--- config.mk ---
export PLATFORM = sky130hd
export DESIGN_NAME = mem_arbiter
export DESIGN_NICKNAME = d
export VERILOG_FILES = /design/src/rtl/mem_arbiter.sv
export SDC_FILE = /design/constraint.sdc
export NUM_CORES = 1
export LEC_CHECK = 0
export CORE_MARGIN = 3
export CORE_UTILIZATION = 34
export CTS_CLUSTER_DIAMETER = 150
export CTS_CLUSTER_SIZE = 16
export DETAILED_ROUTE_END_ITERATION = 10
export PLACE_DENSITY = 0.79
export SYNTH_ARGS = -nofsm -noshare
export SYNTH_HDL_FRONTEND = slang
export SYNTH_SLANG_ARGS = --single-unit
export TNS_END_PERCENT = 10
--- constraint.sdc ---
create_clock -name clock -period 3 [get_ports clock]
set_input_delay 0.3 -clock clock [delete_from_list [all_inputs] [get_ports clock]]
set_output_delay 0.3 -clock clock [all_outputs]
set_load 0.005 [all_outputs]
--- src/rtl/mem_arbiter.sv ---
// -----------------------------------------------------------------------------
// mem_arbiter
//
// Shares one single-port block memory between the CPU bus and a DMA/video
// requester. At most one requester is granted per cycle. The grant drives the
// memory address, write data and write enable. The one-cycle-latency read data
// goes back to whichever requester issued the read.
//
// The CPU has priority. A streak counter caps the number of consecutive CPU
// grants while DMA is waiting, so DMA is served within CPU_MAX cycles.
//
// Ports
//   clock, reset        single clock; asynchronous active-high reset
//   cpu_req/we/address/o_data   CPU request side (held until cpu_ack)
//   cpu_ack             CPU granted this cycle
//   cpu_i_data/rvalid   CPU read return (cycle after a granted CPU read)
//   cpu_locked          low while a CPU request waits without a grant
//   dma_req/we/address/wdata    DMA request side (held until dma_ack)
//   dma_ack             DMA granted this cycle
//   dma_rdata/rvalid    DMA read return
//   mem_address/wdata/we        memory request side
//   mem_rdata           memory read data, valid one cycle after the address
// -----------------------------------------------------------------------------
module mem_arbiter #(
  parameter int AW      = 16,
  parameter int DW      = 8,
  parameter int CPU_MAX = 4
) (
  input  logic          clock,
  input  logic          reset,

  input  logic          cpu_req,
  input  logic          cpu_we,
  input  logic [AW-1:0] cpu_address,
  input  logic [DW-1:0] cpu_o_data,
  output logic          cpu_ack,
  output logic [DW-1:0] cpu_i_data,
  output logic          cpu_rvalid,
  output logic          cpu_locked,

  input  logic          dma_req,
  input  logic          dma_we,
  input  logic [AW-1:0] dma_address,
  input  logic [DW-1:0] dma_wdata,
  output logic          dma_ack,
  output logic [DW-1:0] dma_rdata,
  output logic          dma_rvalid,

  output logic [AW-1:0] mem_address,
  output logic [DW-1:0] mem_wdata,
  output logic          mem_we,
  input  logic [DW-1:0] mem_rdata
);

  typedef enum logic [1:0] {
    OWN_NONE = 2'd0,
    OWN_CPU  = 2'd1,
    OWN_DMA  = 2'd2
  } owner_t;

  localparam logic [7:0] STREAK_MAX = 8'(CPU_MAX);

  logic [7:0]    streak_q, streak_d;
  owner_t        rd_owner_q, rd_owner_d;
  logic [AW-1:0] last_addr_q;
  logic          grant_cpu, grant_dma;

  // ---------------------------------------------------------------------------
  // Grant. This logic is combinational from this cycle's requests and the
  // registered streak. It is forced off during reset so that the acks read 0
  // while reset is held.
  // ---------------------------------------------------------------------------
  always_comb begin
    // NOTE: every signal assigned in a combinational block gets a default
    // first; otherwise a path that skips the assignment infers a latch.
    grant_cpu = 1'b0;
    grant_dma = 1'b0;
    if (!reset) begin
      grant_dma = dma_req & (~cpu_req | (streak_q >= STREAK_MAX));
      grant_cpu = cpu_req & ~grant_dma;
    end
  end

  assign cpu_ack    = grant_cpu;
  assign dma_ack    = grant_dma;
  assign cpu_locked = reset | ~(cpu_req & ~grant_cpu);

  // ---------------------------------------------------------------------------
  // Memory mux. On an idle cycle the address holds its last value so that the
  // memory does not see spurious address toggles.
  // ---------------------------------------------------------------------------
  always_comb begin
    mem_address = last_addr_q;
    mem_wdata   = cpu_o_data;
    mem_we      = 1'b0;
    if (grant_dma) begin
      mem_address = dma_address;
      mem_wdata   = dma_wdata;
      mem_we      = dma_we;
    end else if (grant_cpu) begin
      mem_address = cpu_address;
      mem_wdata   = cpu_o_data;
      mem_we      = cpu_we;
    end
  end

  // ---------------------------------------------------------------------------
  // Streak. This counts CPU wins while DMA is waiting. It clears as soon as
  // DMA is served or stops asking.
  // ---------------------------------------------------------------------------
  always_comb begin
    streak_d = streak_q;
    if (!dma_req || grant_dma) begin
      streak_d = 8'd0;
    end else if (grant_cpu && (streak_q < STREAK_MAX)) begin
      streak_d = streak_q + 8'd1;
    end
  end

  // ---------------------------------------------------------------------------
  // Read owner. This records who is owed the data that the memory returns
  // next cycle. Writes and idle cycles owe nothing.
  // ---------------------------------------------------------------------------
  always_comb begin
    rd_owner_d = OWN_NONE;
    if (grant_dma && !dma_we) begin
      rd_owner_d = OWN_DMA;
    end else if (grant_cpu && !cpu_we) begin
      rd_owner_d = OWN_CPU;
    end
  end

  always_ff @(posedge clock or posedge reset) begin
    if (reset) begin
      // NOTE: sequential state uses non-blocking assignments so that every
      // register samples the values from before the edge.
      streak_q    <= 8'd0;
      rd_owner_q  <= OWN_NONE;
      last_addr_q <= '0;
    end else begin
      streak_q    <= streak_d;
      rd_owner_q  <= rd_owner_d;
      last_addr_q <= mem_address;
    end
  end

  // ---------------------------------------------------------------------------
  // Read return. The memory data fans out to both requesters unregistered.
  // The owner register decides which requester sees it as valid.
  // ---------------------------------------------------------------------------
  assign cpu_rvalid = (rd_owner_q == OWN_CPU);
  assign dma_rvalid = (rd_owner_q == OWN_DMA);
  assign cpu_i_data = mem_rdata;
  assign dma_rdata  = mem_rdata;

endmodule

Word level (Yosys, flattened, before mapping):

Index checks and enable logic that the tools add are counted.

* word-level logic and storage cells: 36
* memory bits (writable): 0
* input port bits: 62
* memories kept: 0
* memory bits (read-only): 0
* register bits after elaboration: 26
* bits in latches: 0

* equality and inequality tests: 2
* add/subtract/negate cells: 1
* muxes and demuxes: 11
* bitwise gates (word level): 9
* order comparisons: 2
* multipliers: 0
* div/mod/pow operators: 0
* reductions and logical operators: 8
* shifts and indexed selects: 0

Operators with widths (number)
* 16-bit 2-to-1 mux: 2
* 8-bit 2-to-1 mux: 3
* 8-bit by 1-bit adder with 8-bit output (second input constant): 1
* 8-bit by 3-bit greater-or-equal comparator with 1-bit output (second input constant): 1
* 8-bit by 3-bit less-than comparator with 1-bit output (second input constant): 1
* 1-bit 2-to-1 mux: 5
* 1-bit inverter: 4
* 1-bit bitwise AND: 3
* 1-bit logical AND: 3
* 1-bit logical NOT: 3
* 2-bit by 1-bit == test with 1-bit output (second input constant): 1
* 2-bit == test (second input constant): 1
* 2-bit 2-to-1 mux: 1
* 1-bit bitwise OR: 2
* 2-bit nonzero test: 1
* 1-bit logical OR: 1

Longest topological paths before layout:

* depth in word-level cells: 10
* depth in mapped cells: 6
* gate-level depth less buffers: 5

Worst setup path after synthesis:

OpenSTA, ideal clock, no wires.

* path type: input port to output port
* start: in reset
* end: out mem_address[10]
* cell stages on the path: 6
* buffers on the path: 2
* slack: 564 ps
* data arrival time: 2136 ps
* cells stage by stage: buf_2 -> inv_1 -> o21ai_0 -> clkbuf_1 -> and2_1 -> a221o_1

* cells in the longest elaborated chain, start to end: 3

RTL lines
* start, declared: line 30 `input logic reset,`
* 1-bit 2-to-1 mux: line 78 `if (!reset) begin`
* 16-bit 2-to-1 mux: line 100 `end else if (grant_cpu) begin`
* 16-bit 2-to-1 mux *: line 96 `if (grant_dma) begin`
* end, declared: line 49 `output logic [AW-1:0] mem_address,`

Every way passes the cells marked *; elsewhere a longest branch is shown, timed or not.

Worst setup path in the final report:

* start: in cpu_req
* end: out mem_address[3]

* cells in the longest elaborated chain, start to end: 8

RTL lines
* start, declared: line 32 `input logic cpu_req,`
* 1-bit inverter: line 79 `grant_dma = dma_req & (~cpu_req | (streak_q >= STREAK_MAX));`
* 1-bit bitwise OR: line 79
* 1-bit bitwise AND: line 79
* 1-bit inverter: line 80 `grant_cpu = cpu_req & ~grant_dma;`
* 1-bit bitwise AND: line 80
* 1-bit 2-to-1 mux: line 78
* 16-bit 2-to-1 mux: line 100
* 16-bit 2-to-1 mux *: line 96

Marked as above.

==> implementation parameters <==
Parameter                              Value

Run status
  Run status ... completed

Critical path
  Worst setup slack for register-to-register paths ... 1.28 ns
  Critical Path Source Type ... input pin
  R2R cell count ... 4
  Highest net fanout along the worst path ... 18
  Worst EP arrival ... 2.45 ns
  Launch instance of the worst register-to-register path ... streak_q[5]$_DFFE_PP0P_
  Category of the critical setup timing path ... in -> out
  Endpoint of the worst register-to-register path ... last_addr_q[5]$_DFF_PP0_
  Worst path required time ... 2.70 ns
  Element type at the critical path end ... output pin

Min path
  Path class of the lowest-slack min-delay path ... in -> async

Global route
  Global route hottest layer ... met2
  Wire length of the first global-routing pass ... 6100 µm
  Vias in the first global route ... 1238
  Met2 layer usage reported by global route ... 26.3%
  GRT Overall Usage ... 15.6%
  Initial antenna violation count ... 0
  Met3 usage ... 5.11%
  Maximum number of pins on one net before global-route repair ... 31
  Remaining Overflow, GRT ... 0
  Global Route met1 Usage ... 18.6%

Timing
  Final min period ... 2.75 ns
  Fmax ... 0.363 GHz
  Fin. max-slew vios ... 0
  Final period utilization ... 91.8%
  Number of hold violations in the final report ... 0
  Measured slew at the worst slew-check pin ... 0.355 ns
  Final setup viols ... 0
  Setup skew after layout ... 0.00503 ns
  Unrepaired setup endpoints after global routing ... false
  Max-Slew Margin vs Limit ... 76.3%
  Aggregate negative setup slack ... 0 ns

Logic synthesis
  Sequential-to-total area share from yosys stat ... 45.7%
  Total of flip-flops plus latches after synthesis ... 26
  Count of synthesis-stage warnings from yosys ... 0
  Mapped cell area ... 1420 µm²
  Synthesized net count ... 186
  Number of instances in the synthesized netlist ... 122
  Unique masters post-synth ... 25
  Post-Synthesis Mean Instance Area ... 11.7 µm²

Cells and area
  Inserted Diodes ... 0
  Post-layout nets ... 257
  Number of cells in the finished layout apart from fillers ... 240
  Most used cells in the layout excluding fill and tap cells ... 83 x sky130_fd_sc_hd__clkdlybuf4s50_1, 26 x sky130_fd_sc_hd__dfrtp_1, 17 x sky130_fd_sc_hd__and2_1, 16 x sky130_fd_sc_hd__a221o_1, 8 x sky130_fd_sc_hd__mux2_2
  Area delta synth->final ... 57.8%
  Ratio of cells with drive above 1 in the final layout ... 11.5%
  Filler cell count ... 314
  Commonest non-fill, non-tap cell in the layout ... sky130_fd_sc_hd__clkdlybuf4s50_1

Power and ir drop
  Fraction of power consumed by sequential logic ... 41.7%
  Static leakage ... 0.964 nW
  Net Switching ... 0.000195 W
  Power density cells ... 412 nW/µm²
  Switching share of power ... 21.0%
  Internal power consumption ... 0.000731 W
  Gate power share ... 27.6%
  Peak supply drop ... 0.000208 V
  Share of power burned in the clock network ... 30.7%

Clock network
  Clock H-tree levels ... 1
  Number of buffers between clock root and the deepest sink ... 2
  Total of hold buffers inserted after clock tree synthesis ... 0
  Number of buffers added for setup after CTS ... 0
  Post-CTS Resized ... 0
  Clock sink count ... 26
  Clock tree from TritonCTS ... yes
  Total clock buffers created by CTS ... 3
  Source-to-sink clock delay at the later pin of the worst-skew pair ... 0.26 ns
  Clock-pin slew reported for the worst setup and hold paths after clock tree synthesis ... 0.09 ns
  CTS Root Buffer Type ... sky130_fd_sc_hd__clkbuf_8

Routing
  Number of vias after detailed routing ... 1167
  Drt initial violations ... 57
  Post-route antenna net violation count ... 0
  Overall routed net length ... 3790 µm
  Via count normalized by instance count ... 4.86
  Remaining routing DRC violations ... 0
  Routed len/inst ... 15.8 µm
  Detailed-routing iteration count for the pre-antenna-repair pass ... 4

Floorplan
  Die extent in x ... 70.7 µm
  Die height ... 70.7 µm
  Placement row count ... 22
  Ports placed on the boundary ... 108
  Placeable Area ... 3850 µm²
  Full die area ... 5000 µm²
  Initial core utilization ... 36.9%

Placement
  Number of buffers added on ports ... 83
  Detailed-placement wirelength estimate ... 2940 µm
  Placed insts ... 236
  Weighted congestion at the end of routability-driven global placement ... 0.747

Run
  Max_cap viols ... 0
kinds of logic (layout without fill, tap and decap cells):
logic type / count (synthesis) / count (layout) / share of synthesized area (%)
flip-flops: 26 / 26 / 45.7
AND/OR/NAND/NOR: 38 / 38 / 18.5
adder cells (fa/ha/maj): 2 / 2 / 1.76
multiplexers: 8 / 8 / 6.33
buffers and inverters: 25 / 95 / 13.3
AO/OA/AOI/OAI: 23 / 23 / 14.4
through the flow:
step / worst slack [ns] / utilization [%] / power, W / cell area [µm²] / hold slack [ns]
2_1_floorplan: 0.564 / - / 0.000501 / 1420 / 0.366
3_3_place_gp: 0.306 / 56.4 / 0.000644 / 2170 / 0.515
3_5_place_dp: 0.258 / 56.4 / 0.000651 / 2170 / 0.527
4_1_cts: 0.250 / 58.2 / 0.000938 / 2240 / 0.498
5_1_grt: 0.140 / 58.2 / 0.000973 / 2240 / 0.546
6_report: 0.246 / 58.2 / 0.000925 / 2240 / 0.486
metal layers:
layer / wire, µm / vias up
li1: - / 562
met1: 1480 / 528
met2: 1850 / 66
met3: 395 / 11
met4: 61 / 0
met5: 0 / -
critical path, cell delays in order:
cell and delay, ns:
sky130_fd_sc_hd__clkdlybuf4s50_1 0.56, sky130_fd_sc_hd__nor4b_4 0.29, sky130_fd_sc_hd__a21boi_2 0.14, sky130_fd_sc_hd__nor3b_4 0.18
sky130_fd_sc_hd__buf_4 0.25, sky130_fd_sc_hd__a221o_1 0.22, sky130_fd_sc_hd__clkdlybuf4s50_1 0.51
power groups by stage:
stage	combinational [W]	sequential, W	clock [W]
finish	0.000256	0.000386	0.000284
global placement	0.000252	0.000392	0
detailed placement	0.000257	0.000394	0
global route	0.000277	0.000389	0.000308
CTS	0.000260	0.000386	0.000292
floorplan	0.000111	0.000390	0
registers in the layout, indices dropped and copies added, names as in the netlist:
name         flops
streak_q         8
rd_owner_q       2
last_addr_q     16
cell usage after synthesis (all sizes together):
cell | count | area share, %
and3 | 5 | 2.2
nand2 | 5 | 1.3
a21boi | 2 | 1.3
nor2b | 5 | 2.2
mux2 | 8 | 6.3
a221o | 16 | 11
nor4b | 1 | 1.7
nor3 | 1 | 0.70
nand3b | 1 | 0.53
o22ai | 1 | 0.44
o21ai | 2 | 0.70
clkbuf | 1 | 0.26
ha | 2 | 1.8
nand4 | 1 | 0.44
nor3b | 1 | 1.3
inv | 3 | 0.79
and2 | 18 | 8.1
a21oi | 2 | 0.70
buf | 21 | 12
dfrtp | 26 | 46
worst max-delay path by stage:
stage / cells after the start / slack, ns / to / startpoint
floorplan: 6 / 0.56 / mem_address[10] / reset
global placement: 6 / 0.31 / mem_wdata[1] / cpu_req
detailed placement: 6 / 0.26 / mem_address[3] / cpu_req
CTS: 6 / 0.25 / mem_address[3] / cpu_req
global route: 7 / 0.14 / mem_address[6] / cpu_req
finish: 7 / 0.25 / mem_address[3] / cpu_req
cell type report:
type	instances	area, µm²	area share (%)
timing repair buffer	88	868	38.7
tap	48	60.1	2.68
inverter	3	11.3	0.502
clock buffer	3	41.3	1.84
multi-input combinational	71	583	26.0
sequential	26	651	29.0
clock inverter	1	30.0	1.34
Note: power is estimated with default switching activity, not from simulation.
